$ cat config.mk
export PLATFORM = sky130hd
export DESIGN_NAME = count_combiner
export DESIGN_NICKNAME = d
export VERILOG_FILES = /design/src/rtl/count_combiner_pkg.sv /design/src/rtl/count_combiner_rr_arbiter.sv /design/src/rtl/count_combiner.sv
export SDC_FILE = /design/constraint.sdc
export NUM_CORES = 1
export LEC_CHECK = 0
export CAP_MARGIN = 15
export CORE_MARGIN = 5
export CORE_UTILIZATION = 45
export CTS_BUF_LIST = sky130_fd_sc_hd__clkbuf_8
export CTS_CLUSTER_SIZE = 40
export DETAILED_ROUTE_END_ITERATION = 16
export PLACE_DENSITY_LB_ADDON = 0.15
export SETUP_SLACK_MARGIN = 0.1
export SYNTH_ARGS = -nofsm -noshare
export SYNTH_HDL_FRONTEND = slang
export SYNTH_SLANG_ARGS = --single-unit
$ cat constraint.sdc
create_clock -name clk -period 7.45 [get_ports clk]
set_input_delay 1.1175 -clock clk [delete_from_list [all_inputs] [get_ports clk]]
set_output_delay 1.1175 -clock clk [all_outputs]
set_load 0.02 [all_outputs]
$ cat src/rtl/count_combiner_pkg.sv
// Shared mode encoding and saturation helper for the coarse/fine count combiner.
package count_combiner_pkg;

  localparam logic MODE_LEGACY = 1'b0;
  localparam logic MODE_DIFF   = 1'b1;

  // Widest result the helper can clamp into; the signed intermediate carries two extra bits.
  localparam int SAT_MAX_W = 64;
  localparam int SAT_IN_W  = SAT_MAX_W + 2;

  typedef logic signed [SAT_IN_W-1:0] sat_in_t;
  typedef logic [SAT_MAX_W:0]         sat_out_t;

  // Returns {ovf, count}; count is zero-extended to SAT_MAX_W bits.
  function automatic sat_out_t sat_result(input sat_in_t sum, input int unsigned out_w);
    sat_in_t  lim;
    sat_out_t res;
    lim = (sat_in_t'(1) <<< out_w) - sat_in_t'(1);
    res = '0;
    if (sum > lim) begin
      res[SAT_MAX_W]     = 1'b1;
      res[SAT_MAX_W-1:0] = lim[SAT_MAX_W-1:0];
    end else if (sum < sat_in_t'(0)) begin
      res[SAT_MAX_W] = 1'b1;
    end else begin
      res[SAT_MAX_W-1:0] = sum[SAT_MAX_W-1:0];
    end
    return res;
  endfunction

endpackage

$ cat src/rtl/count_combiner_rr_arbiter.sv
// Round-robin arbiter: grants the first requester at or after the rr pointer.
module rr_arbiter #(
  parameter  int NCH   = 4,
  localparam int IDX_W = (NCH > 1) ? $clog2(NCH) : 1
) (
  input  logic             clk,
  input  logic             rst,
  input  logic [NCH-1:0]   req,
  input  logic             en,
  output logic [NCH-1:0]   gnt_onehot,
  output logic [IDX_W-1:0] gnt_idx,
  output logic             gnt_valid
);

  logic [IDX_W-1:0] rr_q, rr_d;

  always_comb begin
    int c;
    logic [IDX_W-1:0] ci;
    c          = 0;
    ci         = '0;
    gnt_onehot = '0;
    gnt_idx    = '0;
    gnt_valid  = 1'b0;
    for (int i = 0; i < NCH; i++) begin
      c = int'(rr_q) + i;
      if (c >= NCH) c = c - NCH;
      ci = IDX_W'(c);
      if (en && !gnt_valid && req[ci]) begin
        gnt_valid      = 1'b1;
        gnt_idx        = ci;
        gnt_onehot[ci] = 1'b1;
      end
    end
  end

  always_comb begin
    rr_d = rr_q;
    if (gnt_valid) begin
      rr_d = (gnt_idx == IDX_W'(NCH - 1)) ? '0 : gnt_idx + IDX_W'(1);
    end
  end

  always_ff @(posedge clk) begin
    if (rst) rr_q <= '0;
    else     rr_q <= rr_d;
  end

endmodule

$ cat src/rtl/count_combiner.sv
// Multi-channel coarse/fine count combiner: per-channel one-deep holds, round-robin
// arbitration, and a saturating coarse*2^FINE_BITS + fine result register.
module count_combiner
  import count_combiner_pkg::*;
#(
  parameter  int NCH       = 4,
  parameter  int COARSE_W  = 32,
  parameter  int FINE_BITS = 3,
  parameter  int FINE_W    = 4,
  parameter  int OUT_W     = 32,
  parameter  int DROP_W    = 8,
  localparam int CH_W      = (NCH > 1) ? $clog2(NCH) : 1
) (
  input  logic                    clk,
  input  logic                    rst,
  input  logic                    mode,
  input  logic [NCH-1:0]          in_valid,
  input  logic [NCH*COARSE_W-1:0] in_coarse,
  input  logic [NCH*FINE_W-1:0]   in_fine_start,
  input  logic [NCH*FINE_W-1:0]   in_fine_stop,
  output logic                    out_valid,
  input  logic                    out_ready,
  output logic [CH_W-1:0]         out_chan,
  output logic [OUT_W-1:0]        out_count,
  output logic                    out_ovf,
  output logic [NCH*DROP_W-1:0]   drop_count
);

  logic [NCH-1:0]      full_q, full_d, capture;
  logic [COARSE_W-1:0] coarse_q [NCH];
  logic [FINE_W-1:0]   start_q  [NCH];
  logic [FINE_W-1:0]   stop_q   [NCH];
  logic [DROP_W-1:0]   drop_q   [NCH];
  logic [DROP_W-1:0]   drop_d   [NCH];

  logic [NCH-1:0]  gnt_onehot;
  logic [CH_W-1:0] gnt_idx;
  logic            gnt_valid;

  logic             out_valid_q;
  logic [CH_W-1:0]  out_chan_q;
  logic [OUT_W-1:0] out_count_q;
  logic             out_ovf_q;

  rr_arbiter #(.NCH(NCH)) u_arb (
    .clk        (clk),
    .rst        (rst),
    .req        (full_q),
    .en         (!out_valid_q || out_ready),
    .gnt_onehot (gnt_onehot),
    .gnt_idx    (gnt_idx),
    .gnt_valid  (gnt_valid)
  );

  // ---- stage 0: per-channel hold registers and drop counters ----
  always_comb begin
    capture = '0;
    full_d  = '0;
    for (int c = 0; c < NCH; c++) begin
      // A hold being granted this cycle frees up in time to take the new sample.
      capture[c] = in_valid[c] && (!full_q[c] || gnt_onehot[c]);
      full_d[c]  = capture[c] || (full_q[c] && !gnt_onehot[c]);
      drop_d[c]  = drop_q[c];
      if (in_valid[c] && !capture[c] && (drop_q[c] != '1)) drop_d[c] = drop_q[c] + DROP_W'(1);
    end
  end

  always_ff @(posedge clk) begin
    if (rst) begin
      full_q <= '0;
      for (int c = 0; c < NCH; c++) drop_q[c] <= '0;
    end else begin
      full_q <= full_d;
      for (int c = 0; c < NCH; c++) drop_q[c] <= drop_d[c];
    end
  end

  always_ff @(posedge clk) begin
    for (int c = 0; c < NCH; c++) begin
      if (capture[c]) begin
        coarse_q[c] <= in_coarse[c*COARSE_W +: COARSE_W];
        start_q[c]  <= in_fine_start[c*FINE_W +: FINE_W];
        stop_q[c]   <= in_fine_stop[c*FINE_W +: FINE_W];
      end
    end
  end

  // ---- stage 0 -> 1: arithmetic on the granted channel ----
  sat_in_t          coarse_s, start_s, stop_s, sum_s;
  sat_out_t         sat;
  logic [OUT_W-1:0] res_count;
  logic             res_ovf;

  always_comb begin
    coarse_s = '0;
    coarse_s[COARSE_W-1:0] = coarse_q[gnt_idx];
    coarse_s = coarse_s <<< FINE_BITS;
    start_s  = '0;
    start_s[FINE_W-1:0] = start_q[gnt_idx];
    stop_s   = '0;
    if (mode == MODE_DIFF) stop_s[FINE_W-1:0] = stop_q[gnt_idx];
    sum_s     = coarse_s + start_s - stop_s;
    sat       = sat_result(sum_s, OUT_W);
    res_count = sat[OUT_W-1:0];
    res_ovf   = sat[SAT_MAX_W];
  end

  if (OUT_W < SAT_MAX_W) begin : g_sat_pad
    logic sat_pad_unused;
    assign sat_pad_unused = ^sat[SAT_MAX_W-1:OUT_W];
  end

  // ---- stage 1: output register ----
  always_ff @(posedge clk) begin
    if (rst) begin
      out_valid_q <= 1'b0;
      out_chan_q  <= '0;
      out_count_q <= '0;
      out_ovf_q   <= 1'b0;
    end else if (gnt_valid) begin
      out_valid_q <= 1'b1;
      out_chan_q  <= gnt_idx;
      out_count_q <= res_count;
      out_ovf_q   <= res_ovf;
    end else if (out_ready) begin
      out_valid_q <= 1'b0;
    end
  end

  assign out_valid = out_valid_q;
  assign out_chan  = out_chan_q;
  assign out_count = out_count_q;
  assign out_ovf   = out_ovf_q;

  for (genvar c = 0; c < NCH; c++) begin : g_drop
    assign drop_count[c*DROP_W +: DROP_W] = drop_q[c];
  end

endmodule

Word level (Yosys, flattened, before mapping):

Memory sizes are Yosys's and may differ from the RTL's.
Index checks and enable logic that the tools add are counted.

* $add $sub $neg: 14
* $lt $le $gt $ge: 14
* eq/ne operators: 5
* multiplexer cells: 58
* bitwise logic cells: 7
* reduce and logical (&&, ||, !) cells: 53

Operators by type and width (number)
* $mux W65: 1
* $mux W64: 1
* $mux W8: 8
* $gt A37 B33 Y1 const B: 1
* $lt A37 B1 Y1 const B: 1
* $sub A36 B4 Y37: 1
* $add A35 B4 Y36: 1
* $add A8 B1 Y8 const B: 4
* $ne A8 B8 Y1 const B: 4
* $logic_and A1 B1 Y1: 27
* $mux W1: 26
* $mux W4: 5
* $mux W2: 9
* $logic_not A1 Y1: 16
* $lt A2 B3 Y1 const B: 4
* $or A4 B4 Y4: 3
* $ge A3 B3 Y1 const B: 3
* $logic_or A1 B1 Y1: 9
* $bmux W1 S2: 4
* $demux W1 S2: 4
* $ge A2 B1 Y1 const B: 4
* $sub A2 B1 Y2 const B: 4
* $add A2 B2 Y3 const B: 2
* $or A1 B1 Y1: 4
* other kinds (5): 5

* bits in registers: 42
* memory bits (writable): 192
* input port bits: 168
* output and inout bits: 68
* word-level logic and storage cells: 161
* memories kept: 4

Memories
* coarse_q: words 4, width 32, rd ports 1, clocked after Yosys merged registers in 0, write ports 4, line count_combiner.sv:30 `logic [COARSE_W-1:0] coarse_q [NCH];`
* drop_q: words 4, width 8, rd ports 4, clocked after Yosys merged registers in 0, write ports 4, line count_combiner.sv:33 `logic [DROP_W-1:0] drop_q [NCH];`
* start_q: words 4, width 4, rd ports 1, clocked after Yosys merged registers in 0, write ports 4, line count_combiner.sv:31 `logic [FINE_W-1:0] start_q [NCH];`
* stop_q: words 4, width 4, rd ports 1, clocked after Yosys merged registers in 0, write ports 4, line count_combiner.sv:32 `logic [FINE_W-1:0] stop_q [NCH];`

Longest topological paths before layout:

Gate-level depths: netlist of run 1.

* depth after elaboration: 25
* mapped depth: 25
* depth with buffers taken out: 21

Hierarchy:

From an unflattened synthesis of run 1, not the netlist that was laid out.

* cells, all modules: 918
* area total of the unflattened synthesis: 11436.0 µm²

By module, submodules not included
* count_combiner: times used 1, cells an instance 854, area an instance 10852.9 µm², sequential area each 6246.0 µm²
* rr_arbiter: times used 1, cells an instance 64, area an instance 583.1 µm², sequential area each 40.0 µm²

Worst setup path after synthesis of run 1:

OpenSTA, ideal clock, no wires.

* path kind: flip-flop to flip-flop
* start point: register u_arb.rr_q[0]
* end point: register out_count_q[16], in the netlist out_count[16]
* setup time: 0.136 ns
* arrival: 5.841 ns
* required time: 7.314 ns
* path slack: 1.473 ns
* stages on the path, launching flop included: 23
* buffers on the path: 3
* clock period less this slack: 5.977 ns
* path through: dfxtp_1 > buf_2 > inv_1 > ha_1 > mux4_2 > or3b_1 > o21ai_2 > a2bb2oi_2 > clkbuf_1 > mux2i_1 > a21oi_1 > ha_1 > ha_1 > fa_1 > a21o_1 > a221oi_1 > o31ai_1 > a22oi_1 > a21oi_1 > or3_1 > o32ai_4 > buf_4 > a31oi_1

* word-level cells in the longest chain between the ends: 24
* elaborated cells between the ends (all ways): 51
* those cells by class: 9 x add/sub; 6 x order compare; 23 x mux; 10 x reduce/logical; 3 x memory

Ends and longest elaborated chain
* start, declared: line count_combiner_rr_arbiter.sv:15 `logic [IDX_W-1:0] rr_q, rr_d;`
* start signal, assigned: line count_combiner_rr_arbiter.sv:46 `else rr_q <= rr_d;`
* $ge A2 B3 Y1 or $sub A2 B1 Y2 (tied branches): line count_combiner_rr_arbiter.sv:27 `if (c >= NCH) c = c - NCH;`
* $mux W2: line count_combiner_rr_arbiter.sv:27
* $bmux W1 S2: line count_combiner_rr_arbiter.sv:29 `if (en && !gnt_valid && req[ci]) begin`
* $mux W1 (implied by the code): line count_combiner_rr_arbiter.sv:29
* $logic_and A1 B1 Y1: line count_combiner_rr_arbiter.sv:29
* $mux W1: line count_combiner_rr_arbiter.sv:29
* $logic_not A1 Y1: line count_combiner_rr_arbiter.sv:29
* $logic_and A1 B1 Y1 (2 in a row): line count_combiner_rr_arbiter.sv:29
* (+6 left out)
* $logic_and A1 B1 Y1 (2 in a row): line count_combiner_rr_arbiter.sv:29
* $mux W2: line count_combiner_rr_arbiter.sv:29
* $mem_v2 Z4 W4 (tied with other cells)
* $add A35 B4 Y36 or $mux W4 (tied branches): line count_combiner.sv:102, count_combiner.sv:101
* $sub A36 B4 Y37: line count_combiner.sv:102 `sum_s = coarse_s + start_s - stop_s;`
* $lt A37 B1 Y1: line count_combiner_pkg.sv:23 `end else if (sum < sat_in_t'(0)) begin`
* $mux W64: line count_combiner_pkg.sv:23
* $mux W65: line count_combiner_pkg.sv:20 `if (sum > lim) begin`
* end signal, assigned: line count_combiner.sv:123 `out_count_q <= res_count;`
* end, declared: line count_combiner.sv:42 `logic [OUT_W-1:0] out_count_q;`

Parallel ways exist; a longest one is shown, timed or not. The select of a mux whose other input is x is not followed.
A chain may end at the register's enable or synchronous reset.

Final worst setup path of run 1:

* start point: register u_arb.rr_q[0]
* end point: register out_count_q[13], in the netlist out_count[13]

The elaborated chain is that of the path after synthesis.

==> results of run 1 <==
routing by layer:
| metal | global-route usage, % | wire length, µm | part of all wire, % |
|---|---|---|---|
| met5 | 0 | 0 | 0 |
| met2 | 31.37 | 13070 | 47 |
| met3 | 4.250 | 1606 | 5.8 |
| met4 | 4.795 | 514 | 1.8 |
| met1 | 25.50 | 12650 | 45 |
power by group:
group          switching [mW]  leakage, nW  internal, mW
Sequential             0.0963         2.14          1.63
Clock                   0.506        0.454         0.625
Combinational            2.85         3.23          2.11
Total                    3.45         5.83          4.37
cell type report:
type	instances	area (µm²)	area share, %
Sequential cell	234	6286	42.18
Multi-Input combinational cell	629	4800	32.21
Timing Repair Buffer	248	2445	16.41
Clock buffer	45	619.3	4.156
Tap cell	330	412.9	2.771
Inverter	46	172.7	1.159
Clock inverter	25	166.4	1.117
sequential cells by signal, indices dropped and copies added (netlist names):
signal and count:
coarse_q 128, drop_q 32, out_count 32, start_q 16
stop_q 16, full_q 4, out_chan 2, u_arb.rr_q 2
out_ovf 1, out_valid 1
cells by family (layout without fill, tap and decap cells):
logic type               count (synthesis)  in the layout  share of synthesized area (%)
AO/OA/AOI/OAI                          210            210                          12.14
flip-flops                             234            234                          55.28
buffers and inverters                   80            364                          2.905
multiplexers                           112            112                          11.06
AND/OR/NAND/NOR                        201            201                          8.747
XOR/XNOR                                58             58                          4.467
adder cells (fa/ha/maj)                 48             48                          5.413
critical path, stage by stage, from the launching register on:
cell,delay (ns)
dfxtp_1,0.31
buf_4,0.23
inv_1,0.13
ha_1,0.40
mux4_2,0.33
or3b_1,0.27
o21ai_2,0.11
o2bb2ai_4,0.46
mux4_2,0.56
nand2_1,0.11
ha_1,0.24
ha_1,0.23
fa_1,0.40
a21o_1,0.21
a221oi_1,0.54
o31ai_1,0.24
a22oi_1,0.29
a21oi_1,0.13
or3_1,0.36
o32ai_4,0.24
buf_4,0.29
a31oi_1,0.14
worst min-delay path by stage:
stage / from / to / slack (ns) / cells past startpoint
2_1_floorplan: u_arb.rr_q[1] / u_arb.rr_q[1] / 0.52 / 2
3_3_place_gp: out_chan[0] / out_chan[0] / 0.44 / 2
3_5_place_dp: out_chan[0] / out_chan[0] / 0.45 / 2
4_1_cts: out_chan[0] / out_chan[0] / 0.46 / 2
5_1_grt: out_chan[0] / out_chan[0] / 0.49 / 2
6_report: out_chan[0] / out_chan[0] / 0.46 / 2
cells in the mapped netlist, types with 3 or more instances:
cell,n,area (µm²)
a21o_1,15,112.6
and4_1,6,52.55
buf_2,6,30.03
nand3_1,16,80.08
nand2_1,39,146.4
nor2b_1,4,25.02
mux4_2,8,180.2
nand4_1,10,62.56
a21boi_0,7,52.55
inv_1,46,172.7
nor2_1,63,236.5
dfxtp_1,74,1481
buf_1,3,11.26
xor2_1,35,306.5
edfxtp_1,160,4805
clkbuf_1,21,78.83
mux2i_1,75,750.7
and3_1,15,93.84
and2_0,3,18.77
nor3_1,10,50.05
a21oi_1,52,260.3
o21ai_0,44,220.2
nand2b_1,12,75.07
o2111a_1,4,45.04
ha_1,46,575.6
o32a_1,4,40.04
a211oi_1,12,90.09
and2_1,16,100.1
o211ai_1,8,60.06
o31ai_1,3,22.52
xnor2_1,23,201.4
mux2_2,29,326.6
a31oi_1,35,219.0
==> metrics.md, run 1 <==
| Metric | Value |
|---|---|
| Final critical-path required period | `6.421 ns` |
| Initial antenna violation count | `0` |
| Final wirelength | `between 20 and 30 mm` |
| Num rows | `58` |
| Max-Cap Viols | `0` |
| Sink Count | `234` |
| Critical Path Sink Type | `flop` |
| Avg Inst Size Synth | `around 12 µm²` |
| Crit Path Max Fanout | `19` |
| Fillcell total | `around 2100` |
| CP Data Arrival Time | `6.79 ns` |
| Net Count, Synth | `1159` |
| Worst Skew | `0.03052 ns` |
| Hold bufs inserted after CTS | `0` |
| Initial Util | `between 40% and 50%` |
| Setup slack at placement | `0.7194 ns` |
| Commonest non-fill, non-tap cell in the layout | `clkdlybuf4s50_1` |
| Setup crit start | `u_arb.rr_q[0]` |
| Asr flop ratio synth | `0%` |
| Remaining DRCs | `0` |
| Worst hold path type | `reg -> reg` |
| CP Class | `reg -> reg` |
| Worst reg-to-reg path cell count | `21` |
| GR Util All Layers | `18.97%` |
| CTS buffer count | `40` |
| Boundary Pins | `236` |
| First-pass GRT wire length | `43.55 mm` |
| Ant. Diodes | `0` |
| Final core utilization | `59.52%` |
| Final Net Count | `1415` |
| Most frequent cells in the layout | `234 x clkdlybuf4s50_1, 160 x edfxtp_1, 75 x mux2i_1, 74 x dfxtp_1, 63 x nor2_1` |
| Synth cell types | `63` |
| Slew Limit Fails | `0` |
| DPL Wire Length | `20.27 mm` |
| Drt pass-1 iters | `5` |
| DR vias/cell | `between 5 and 6` |
| Post-route cell area | `approximately 15000 µm²` |
| Status | `completed` |
| Die Span Y | `169.0 µm` |
| Syn Inst Count | `943` |
| Max Buffers Root-to-Sink | `3` |
| CTS tree | `done` |
| Peak supply drop | `~0.27 mV` |
| Pwr per Cell Area | `524.8 nW/µm²` |
| Die area | `28550 µm²` |
| H-tree Lvls | `2` |
| Setup_tns | `0 ns` |
| Largest net degree at the start of global routing | `62` |
| Critical R2R Launch | `u_arb.rr_q[0]` |
| Initial detailed-routing violation count | `between 400 and 500` |
| Routed via count | `slightly above 8000` |
| R2R Path End | `out_count[13]` |
| Worst setup endpoint | `out_count[13]` |
| Share of cells above drive strength 1 | `9.617%` |
| Post-cts sizing count | `0` |
| Final WS setup | `between 1 and 1.5 ns` |
| Grt ovf | `0` |
| Fin crit share | `86.18%` |
| Final setup vio count | `0` |
| Max transition margin | `25.36%` |
| Number of synthesized register bits | `234` |
| Synth warnings | `0` |
| I/O Buffers | `between 200 and 250` |
| Slew @ Worst Pin | `1.120 ns` |
| R2r setup slk | `1.03 ns` |
| Vias in the first global route | `8239` |
| DP Cell Count | `1487` |
| Die X-Extent | `between 150 and 200 µm` |
| Worst Path Required | `about 7.8 ns` |
| Fin. Hold Viols | `0` |
| Non-Filler Instances | `between 1500 and 2000` |
| RSZ-0062 raised after global routing | `no` |
| Placed cell area | `14120 µm²` |
| Max Clock Freq | `155.8 MHz` |
| Main synth FF type | `edfxtp_1` |
| GP Congestion | `0.8842` |
| WL/cell | `17.88 µm` |
| Final Hold Slack | `~0.46 ns` |
| Post-synth EDFFs | `between 150 and 200` |
| Register area share after synthesis | `55.28%` |
| ANT nets after route | `0` |
| Mapped cell area | `11370 µm²` |
| Clock slew at reported path FFs | `0.06 ns` |
| Syn-to-layout area delta | `31.04%` |
| Leakage | `5.829 nW` |
| Postcts setup bufs | `0` |
| Final Power | `7.820 mW` |
| Clock latency on the worst-skew pair | `0.55 ns` |
| Core footprint | `25040 µm²` |
| Nature of the critical path startpoint | `flop` |
| Root Driver | `clkbuf_8` |
Power figures use the tool's default switching activity.
==> run 2, diff against run 1 <==
Settings changed: GPL_TIMING_DRIVEN set to 0.
==> metrics.md, run 2 (synthesized netlist as in run 1, its figures left out) <==
| Metric | Value |
|---|---|
| Fin crit share | `93.43% (+7.3 points)` |
| Setup slack at placement | `-0.08172 ns (-0.8011 ns)` |
| Die X-Extent | `169.0 µm (unchanged)` |
| Worst Skew | `0.01827 ns (-0.01226 ns)` |
| Setup_tns | `0 ns (unchanged)` |
| Grt met3 use | `4.904% (+0.65 points)` |
| GRT busiest layer | `met2` |
| Initial Util | `45.42% (unchanged)` |
| Die area | `28550 µm² (unchanged)` |
| Cell breakdown of the critical path | `buf_2 -> inv_1 -> ha_1 -> mux4_2 -> or3b_1 -> o21ai_2 -> o2bb2ai_1 -> buf_4 -> buf_2 -> mux4_2 -> nand2_1 -> ha_1 -> ha_1 -> fa_1 -> a21o_1 -> a221oi_2 -> o31ai_1 -> a22oi_1 -> a21oi_1 -> or3_1 -> o32ai_4 -> buf_4 -> a31oi_1` |
| Crit-path max cell delay | `0.55 ns (about the same)` |
| Setup crit start | `u_arb.rr_q[0]` |
| Share of cells above drive strength 1 | `9.330% (-0.29 points)` |
| Status | `completed` |
| RSZ-0062 raised after global routing | `no` |
| Post-route cell area | `14990 µm² (+0.62%)` |
| Initial antenna violation count | `0 (unchanged)` |
| Initial detailed-routing violation count | `503 (+14%)` |
| Max-Cap Viols | `0 (unchanged)` |
| Max Buffers Root-to-Sink | `3 (unchanged)` |
| Syn-to-layout area delta | `31.85%` |
| Commonest non-fill, non-tap cell in the layout | `clkdlybuf4s50_1` |
| Pwr per Cell Area | `525.6 nW/µm² (+0.15%)` |
| Postcts setup bufs | `0 (unchanged)` |
| GP Congestion | `0.8758 (-0.95%)` |
| I/O Buffers | `234 (-0.43%)` |
| R2r setup slk | `0.49 ns (-0.54 ns)` |
| Worst setup endpoint | `out_count[16]` |
| Nature of the critical path startpoint | `flop` |
| Final wirelength | `29.22 mm (+4.9%)` |
| Leakage | `5.872 nW (+0.74%)` |
| Boundary Pins | `236 (unchanged)` |
| Vias in the first global route | `8423 (+2.2%)` |
| Slew @ Worst Pin | `0.7095 ns (-0.4101 ns)` |
| R2R Path End | `out_count[16]` |
| ANT nets after route | `0 (unchanged)` |
| Max Clock Freq | `143.7 MHz (-7.8%)` |
| DPL Wire Length | `22.01 mm (+8.6%)` |
| Final setup vio count | `0 (unchanged)` |
| Num rows | `58 (unchanged)` |
| Final critical-path required period | `6.961 ns (+0.5403 ns)` |
| GR Util All Layers | `19.79% (+0.82 points)` |
| Die Span Y | `169.0 µm (unchanged)` |
| CP Data Arrival Time | `7.35 ns (+0.56 ns)` |
| Clock slew at reported path FFs | `0.06 ns (about the same)` |
| WL/cell | `18.44 µm (+3.1%)` |
| Worst reg-to-reg path cell count | `23 (+9.5%)` |
| Core footprint | `25040 µm² (unchanged)` |
| Critical R2R Launch | `u_arb.rr_q[0]` |
| Placed cell area | `14210 µm² (+0.68%)` |
| Final Power | `7.881 mW (+0.77%)` |
| Root Driver | `clkbuf_8` |
| Hold bufs inserted after CTS | `0 (unchanged)` |
| CP Class | `reg -> reg` |
| Fillcell total | `2147 (+1.7%)` |
| Most frequent cells in the layout | `234 x clkdlybuf4s50_1, 160 x edfxtp_1, 75 x mux2i_1, 74 x dfxtp_1, 63 x nor2_1` |
| Remaining DRCs | `0 (unchanged)` |
| Met1 usage | `26.07% (+0.57 points)` |
| Crit Path Max Fanout | `10 (-9)` |
| Max transition margin | `52.30% (+27 points)` |
| Met2 Track Usage GR | `32.33% (+0.96 points)` |
| Largest Register | `coarse_q` |
| Clock latency on the worst-skew pair | `0.55 ns (about the same)` |
| First-pass GRT wire length | `44.68 mm (+2.6%)` |
| Final WS setup | `0.4892 ns (-0.5403 ns)` |
| Worst Path Required | `7.84 ns (+0.02 ns)` |
| Final Hold Slack | `0.4525 ns (-0.008523 ns)` |
| Drt pass-1 iters | `5 (unchanged)` |
| CTS tree | `done` |
| Routed via count | `8379 (+3.5%)` |
| Largest net degree at the start of global routing | `26 (-58%)` |
| Slew Limit Fails | `0 (unchanged)` |
| Crit-path most repeated cell | `ha_1` |
| Worst hold path type | `reg -> reg` |
| Grt ovf | `0 (unchanged)` |
| H-tree Lvls | `2 (unchanged)` |
| Sink Count | `234 (unchanged)` |
| Ant. Diodes | `0 (unchanged)` |
| DR vias/cell | `5.290 (+1.7%)` |
| Peak supply drop | `0.2554 mV (-4.0%)` |
| Largest register FFs | `128 (unchanged)` |
| Slowest cell on crit path | `mux4_2` |
| Critical Path Sink Type | `flop` |
| CTS buffer count | `40 (unchanged)` |
| Fin. Hold Viols | `0 (unchanged)` |
| Final Net Count | `1439 (+1.7%)` |
## run 2: cell count changes in the layout (fill, tap and decap cells not counted), sizes merged
cell      change
clkbuf       +22
buf           +1
clkinv        +4
clkinvlp      -1
inv           +2
bufinv        -1
## run 2: what timing repair did
item                                    CTS  global route
endpoints found under the setup margin    0            33
hold endpoints to repair                  0             0
resized for setup                         0             8
## run 2: metrics by stage
stage	util, %	cells
6_report	59.89	1584
5_1_grt	59.89	1584
4_1_cts	59.80	1584
3_5_place_dp	56.77	1511
3_3_place_gp	56.43	1507
2_1_floorplan	-	943
## run 2: how the worst min path moves through the flow
| stage | start | endpoint | cells past startpoint |
|---|---|---|---|
| 2_1_floorplan | u_arb.rr_q[1] | u_arb.rr_q[1] | 2 |
| 3_3_place_gp | out_chan[0] | out_chan[0] | 2 |
| 3_5_place_dp | out_chan[1] | out_chan[1] | 2 |
| 4_1_cts | out_chan[1] | out_chan[1] | 2 |
| 5_1_grt | out_chan[1] | out_chan[1] | 2 |
| 6_report | out_chan[1] | out_chan[1] | 2 |
## run 2: cell type report
class	count	area (µm²)	share of cell area [%]
sequential	234	6286	41.92
multi-input combinational	629	4778	31.87
timing repair buffer	238	2422	16.15
clock buffer	44	605.6	4.039
tap	330	412.9	2.754
inverter	46	172.7	1.152
buffer	34	162.7	1.085
clock inverter	29	153.9	1.026
## run 2: worst max-delay path, delay by kind of cell, from the launching register on
family	cells	cell delay [ns]
compound gates	9	2.04
buf+inv	5	1.31
simple gates	3	0.79
fa+ha+maj	4	1.30
mux	2	0.88
flops	1	0.46
## run 2: power by group
part	switching (mW)	leakage, nW	total [mW]	internal (mW)
clock	0.526	0.447	1.11	0.582
sequential	0.0879	2.14	1.72	1.63
combinational	2.90	3.28	5.05	2.15
total	3.51	5.87	7.88	4.37
## run 2: layer usage
metal  part of all wire, %  vias up
met2                    47      253
met4                   2.7        0
met3                   6.6       61
li1                      -     4111
met1                    44     3954
met5                     0        -
